==> config.mk <==
export PLATFORM = sky130hd
export DESIGN_NAME = fetch_seq_flat
export DESIGN_NICKNAME = d
export VERILOG_FILES = /design/src/rtl/fetch_seq_if.sv /design/src/rtl/fetch_seq.sv /design/src/flat_wrapper.sv
export SDC_FILE = /design/constraint.sdc
export NUM_CORES = 1
export LEC_CHECK = 0
export CAP_MARGIN = 20
export CORE_UTILIZATION = 50
export CTS_BUF_LIST = sky130_fd_sc_hd__clkbuf_8
export DETAILED_ROUTE_END_ITERATION = 8
export GPL_ROUTABILITY_DRIVEN = 1
export HOLD_SLACK_MARGIN = 0.05
export PLACE_DENSITY = 0.87
export SYNTH_ARGS = -nofsm -noshare
export SYNTH_HDL_FRONTEND = slang
export SYNTH_SLANG_ARGS = --single-unit
==> constraint.sdc <==
create_clock -name clk -period 3.8 [get_ports clk]
set_clock_uncertainty 0.1 [all_clocks]
set_input_delay 0.57 -clock clk [delete_from_list [all_inputs] [get_ports clk]]
set_output_delay 0.57 -clock clk [all_outputs]
set_load 0.02 [all_outputs]
==> src/rtl/fetch_seq_if.sv <==
// Fetch-to-memory/decode bundle: imem address/data, redirect/halt requests, IR handshake, status.
interface fetch_seq_if;
  logic [15:0] im_addr;
  logic [31:0] im_data;
  logic        br_valid;
  logic [15:0] br_target;
  logic        halt;
  logic [31:0] ir;
  logic [15:0] ir_pc;
  logic        ir_valid;
  logic        ir_ready;
  logic        halted;
  logic [15:0] fetch_cnt;

  modport master (
    output im_addr,
    input  im_data,
    input  br_valid,
    input  br_target,
    input  halt,
    output ir,
    output ir_pc,
    output ir_valid,
    input  ir_ready,
    output halted,
    output fetch_cnt
  );

  modport slave (
    input  im_addr,
    output im_data,
    output br_valid,
    output br_target,
    output halt,
    input  ir,
    input  ir_pc,
    input  ir_valid,
    output ir_ready,
    input  halted,
    input  fetch_cnt
  );
endinterface

==> src/rtl/fetch_seq.sv <==
// Instruction fetch sequencer: owns the PC, addresses async-read imem, registers words into a one-entry IR.
// Latency: first IR valid two cycles after reset release, then one per cycle; a redirect costs one bubble.
// Backpressure: IR and PC hold while ir_valid && !ir_ready; the next word loads in the accepting cycle.
module fetch_seq #(
  parameter logic [15:0] RESET_PC = 16'h0000
) (
  input logic         clk,
  input logic         rst,
  fetch_seq_if.master fetch
);

  typedef enum logic [1:0] {
    ST_IDLE  = 2'd0,
    ST_FETCH = 2'd1,
    ST_HALT  = 2'd2
  } state_e;

  state_e      state_q, state_d;
  logic [15:0] pc_q, pc_d;
  logic [31:0] ir_q, ir_d;
  logic [15:0] ir_pc_q, ir_pc_d;
  logic        ir_valid_q, ir_valid_d;
  logic        halted_q, halted_d;
  logic [15:0] cnt_q, cnt_d;

  logic accept;
  logic load_ok;

  assign accept  = ir_valid_q && fetch.ir_ready;
  assign load_ok = !ir_valid_q || fetch.ir_ready;

  always_ff @(posedge clk) begin
    if (rst) begin
      state_q    <= ST_IDLE;
      pc_q       <= RESET_PC;
      ir_q       <= 32'h0;
      ir_pc_q    <= 16'h0;
      ir_valid_q <= 1'b0;
      halted_q   <= 1'b0;
      cnt_q      <= 16'h0;
    end else begin
      state_q    <= state_d;
      pc_q       <= pc_d;
      ir_q       <= ir_d;
      ir_pc_q    <= ir_pc_d;
      ir_valid_q <= ir_valid_d;
      halted_q   <= halted_d;
      cnt_q      <= cnt_d;
    end
  end

  always_comb begin
    state_d    = state_q;
    pc_d       = pc_q;
    ir_d       = ir_q;
    ir_pc_d    = ir_pc_q;
    ir_valid_d = ir_valid_q;
    halted_d   = halted_q;

    // Decode took the word even if it is being flushed this cycle, so it still counts.
    cnt_d = cnt_q;
    if (accept && (cnt_q != 16'hFFFF)) begin
      cnt_d = cnt_q + 16'd1;
    end

    case (state_q)
      ST_IDLE: begin
        state_d = ST_FETCH;
      end
      ST_FETCH: begin
        if (fetch.halt) begin
          state_d    = ST_HALT;
          halted_d   = 1'b1;
          ir_valid_d = 1'b0;
        end else if (fetch.br_valid) begin
          pc_d       = fetch.br_target;
          ir_valid_d = 1'b0;
        end else if (load_ok) begin
          ir_d       = fetch.im_data;
          ir_pc_d    = pc_q;
          ir_valid_d = 1'b1;
          pc_d       = pc_q + 16'd1;
        end
      end
      ST_HALT: begin
        ir_valid_d = 1'b0;
      end
      default: begin
        state_d = ST_IDLE;
      end
    endcase
  end

  assign fetch.im_addr   = pc_q;
  assign fetch.ir        = ir_q;
  assign fetch.ir_pc     = ir_pc_q;
  assign fetch.ir_valid  = ir_valid_q;
  assign fetch.halted    = halted_q;
  assign fetch.fetch_cnt = cnt_q;

endmodule
==> src/flat_wrapper.sv <==
// flat-port wrapper written by rule: the top's interface ports become plain ports
module fetch_seq_flat 
#(
  parameter logic [15:0] RESET_PC = 16'h0000
)
  (clk, rst, fetch_im_addr, fetch_im_data, fetch_br_valid, fetch_br_target, fetch_halt, fetch_ir, fetch_ir_pc, fetch_ir_valid, fetch_ir_ready, fetch_halted, fetch_fetch_cnt);
  fetch_seq_if fetch_i ();
  input logic clk;
  input logic rst;
  output wire logic [$bits(fetch_i.im_addr)-1:0] fetch_im_addr;
  input wire logic [$bits(fetch_i.im_data)-1:0] fetch_im_data;
  input wire logic [$bits(fetch_i.br_valid)-1:0] fetch_br_valid;
  input wire logic [$bits(fetch_i.br_target)-1:0] fetch_br_target;
  input wire logic [$bits(fetch_i.halt)-1:0] fetch_halt;
  output wire logic [$bits(fetch_i.ir)-1:0] fetch_ir;
  output wire logic [$bits(fetch_i.ir_pc)-1:0] fetch_ir_pc;
  output wire logic [$bits(fetch_i.ir_valid)-1:0] fetch_ir_valid;
  input wire logic [$bits(fetch_i.ir_ready)-1:0] fetch_ir_ready;
  output wire logic [$bits(fetch_i.halted)-1:0] fetch_halted;
  output wire logic [$bits(fetch_i.fetch_cnt)-1:0] fetch_fetch_cnt;
  assign fetch_im_addr = fetch_i.im_addr;
  assign fetch_i.im_data = fetch_im_data;
  assign fetch_i.br_valid = fetch_br_valid;
  assign fetch_i.br_target = fetch_br_target;
  assign fetch_i.halt = fetch_halt;
  assign fetch_ir = fetch_i.ir;
  assign fetch_ir_pc = fetch_i.ir_pc;
  assign fetch_ir_valid = fetch_i.ir_valid;
  assign fetch_i.ir_ready = fetch_ir_ready;
  assign fetch_halted = fetch_i.halted;
  assign fetch_fetch_cnt = fetch_i.fetch_cnt;
  fetch_seq #(.RESET_PC(RESET_PC)) u_core (.clk(clk), .rst(rst), .fetch(fetch_i));
endmodule
==> results.sh <==
export IMPL_status="completed"
export IMPL_ys_ff_latch=84
export IMPL_first_pass_iters=4
export IMPL_timing_rr_start="u_core.state_q[1]"
export IMPL_io_buffers=134
export IMPL_cts_buffers=9
export IMPL_diodes=0
export IMPL_muxShareOfSynthArea=0.0198
export IMPL_dp_slack_ns=0.873
export IMPL_grt_overflow=0
export IMPL_final_core_util=0.730
export IMPL_drtIter0Drc=131
export IMPL_wl_mm=9.86
export IMPL_ir_worst_vdd_mv=0.216
export IMPL_yosysMostFrequentCell="nand2_1"
export IMPL_synth_area_leaders="dfxtp_1, nand2_1, a21oi_1"
export IMPL_synthDistinctLibCells=59
export IMPL_die_h_um=88.4
export IMPL_synthesis_area_um2=3730
export IMPL_synthFlopType="dfxtp_1"
export IMPL_syn_avg_cell_area_um2=8.01
export IMPL_cts_tree="yes"
export IMPL_reg2regPathDepth=8
export IMPL_ios=135
export IMPL_track_usage=0.245
export IMPL_max_slew_margin=0.354
export IMPL_die_width_um=88.4
export IMPL_maxCapViolCount=0
export IMPL_cts_root_buf="clkbuf_8"
export IMPL_first_global_vias=3155
export IMPL_cts_resized=0
export IMPL_route_vias_total=3732
export IMPL_cts_setup_buffers=0
export IMPL_yosysWarnings=0
export IMPL_routabilityCongestion=0.838
export IMPL_fin_crit_sh=0.680
export IMPL_drc_errors=0
export IMPL_reg2reg_setup_slack_ns=1.30
export IMPL_synth_fa_ha_area_frac=0.0168
export IMPL_fmax_ghz=0.387
export IMPL_arrival_ns=2.75
export IMPL_synth_top_family_by_area="simple AND/OR/NAND/NOR gates"
export IMPL_fp_row_count=31
export IMPL_tightestPinTransition_ns=0.969
export IMPL_slew_violations=0
export IMPL_dp_hpwl_mm=6.88
export IMPL_synth_compound_area_frac=0.175
export IMPL_cp_end_kind="flip-flop"
export IMPL_layout_setup_ws_ns=1.22
export IMPL_holdCritStartpoint="u_core.fetch.ir[31]"
export IMPL_grt_setup_unrepaired="no"
export IMPL_nets=644
export IMPL_power_density_nw_per_um2=358
export IMPL_rr_endpoint="u_core.fetch.ir_pc[3]"
export IMPL_crit_path_max_fanout=26
export IMPL_hold_violations=0
export IMPL_critPathKind="in2reg"
export IMPL_yosysTopAreaCellShare=0.450
export IMPL_fin_area_um2=5300
export IMPL_cp_required_ns=3.97
export IMPL_crit_path_start_kind="primary input"
export IMPL_via_per_inst=5.41
export IMPL_synth_simple_gate_area_frac=0.268
export IMPL_cts_clk_slew_worst_paths_ns=0.09
export IMPL_htree_levels=3
export IMPL_area_delta_synth_final_pct=41.8
export IMPL_hold_class="reg2reg"
export IMPL_synth_cells=466
export IMPL_p_leak_nw=1.79
export IMPL_clkSinkCount=84
export IMPL_grt_max_degree=56
export IMPL_fin_setup_tns_ns=0
export IMPL_clk_path_buf_depth=2
export IMPL_wire_per_inst_um=14.3
export IMPL_yosysTopAreaCell="dfxtp_1"
export IMPL_synthesis_nets=524
export IMPL_die_area_um2=7820
export IMPL_drive_above_1_share=0.0626
export IMPL_start_util=0.515
export IMPL_min_to="u_core.fetch.ir[31]"
export IMPL_clk_latency_ns=0.35
export IMPL_synthArstFlopShare=0
export IMPL_synth_common_cells="nand2_1, dfxtp_1, a21oi_1"
export IMPL_post_dp_cell_area_um2=5100
export IMPL_min_path_cells=2
export IMPL_core_area_um2=7250
export IMPL_synth_edf_count=0
export IMPL_drtAntennaViolNets=0
export IMPL_synth_xor_area_share=0.0258
export IMPL_antenna_found_initial=0
export IMPL_finalSetupViolCount=0
export IMPL_grt_pass1_wl_mm=14.9
export IMPL_min_period_ns=2.58
export IMPL_hold_buffers=0
export IMPL_p_total_mw=1.90
export IMPL_synth_seq_area_share=0.450
[power by group]
part | total, mW | internal [mW] | switching [mW]
combinational | 0.311 | 0.150 | 0.161
clock | 0.632 | 0.301 | 0.331
sequential | 0.954 | 0.915 | 0.0394
[worst max-delay path: stages]
cell             delay (ns)
clkdlybuf4s50_1        0.46
nor2b_1                0.49
nand2b_1               0.20
nor2b_4                0.54
buf_12                 0.24
nand2_1                0.08
a21oi_1                0.16
[area by class of cell]
class / instances / area [um2]
Clock inverter: 7 / 68.8
Fill cell: 551 / 1960
Sequential cell: 84 / 1680
Tap cell: 99 / 124
Inverter: 7 / 26.3
Clock buffer: 9 / 124
Timing Repair Buffer: 138 / 1380
Multi-Input combinational cell: 346 / 1890
[metal layers]
layer	wire, um	up-vias	global-route usage	share of wire
met3	603	16	0.0550	0.061
li1	-	1840	-	-
met4	184	0	0.107	0.019
met1	4180	1757	0.297	0.42
met5	0	-	0	0
met2	4900	119	0.417	0.50
[placed cells by master (no fill, tap or decap), types with 4 or more instances in the layout]
master,instances
o21ai_0,10
o31ai_1,4
xor2_1,8
ha_1,5
clkbuf_8,9
nand2_1,118
a21oi_1,65
a31oi_1,5
nor2_1,33
clkdlybuf4s50_1,133
mux2i_1,4
inv_1,9
a211oi_1,4
o21ai_1,7
dfxtp_1,84
nand3_1,13
nor3_1,5
nand3_2,4
and3_1,7
[registers in the layout, indices dropped and copies added, names as in the netlist]
| signal | cells |
|---|---|
| u_core.fetch.fetch_cnt | 16 |
| u_core.fetch.halted | 1 |
| u_core.fetch.im_addr | 16 |
| u_core.fetch.ir | 32 |
| u_core.fetch.ir_pc | 16 |
| u_core.fetch.ir_valid | 1 |
| u_core.state_q | 2 |
[how the worst max path moves through the flow]
stage / start / slack, ns / to
3_3_place_gp: fetch_halt / 0.97 / u_core.fetch.ir_pc[3]
2_1_floorplan: u_core.fetch.fetch_cnt[0] / 1.86 / u_core.fetch.fetch_cnt[6]
4_1_cts: fetch_halt / 1.20 / u_core.fetch.ir_pc[3]
6_report: fetch_halt / 1.22 / u_core.fetch.ir_pc[3]
5_1_grt: fetch_halt / 1.00 / u_core.fetch.ir_pc[3]
3_5_place_dp: fetch_halt / 0.87 / u_core.fetch.ir_pc[12]
[through the flow]
| stage | hold slack, ns | std cells |
|---|---|---|
| floorplan | 0.371 | 466 |
| global placement | 0.342 | 674 |
| detailed placement | 0.345 | 674 |
| CTS | 0.357 | 690 |
| global route | 0.374 | 690 |
| finish | 0.354 | 690 |
[kinds of logic after synthesis]
family | Yosys count
AOI/OAI and AO/OA | 113
xor gates and xnor gates | 11
adders and majority gates | 5
buffers and inverters | 36
DFF | 84
muxes | 7
and+or+nand+nor | 210
Power figures use the tool's default switching activity.
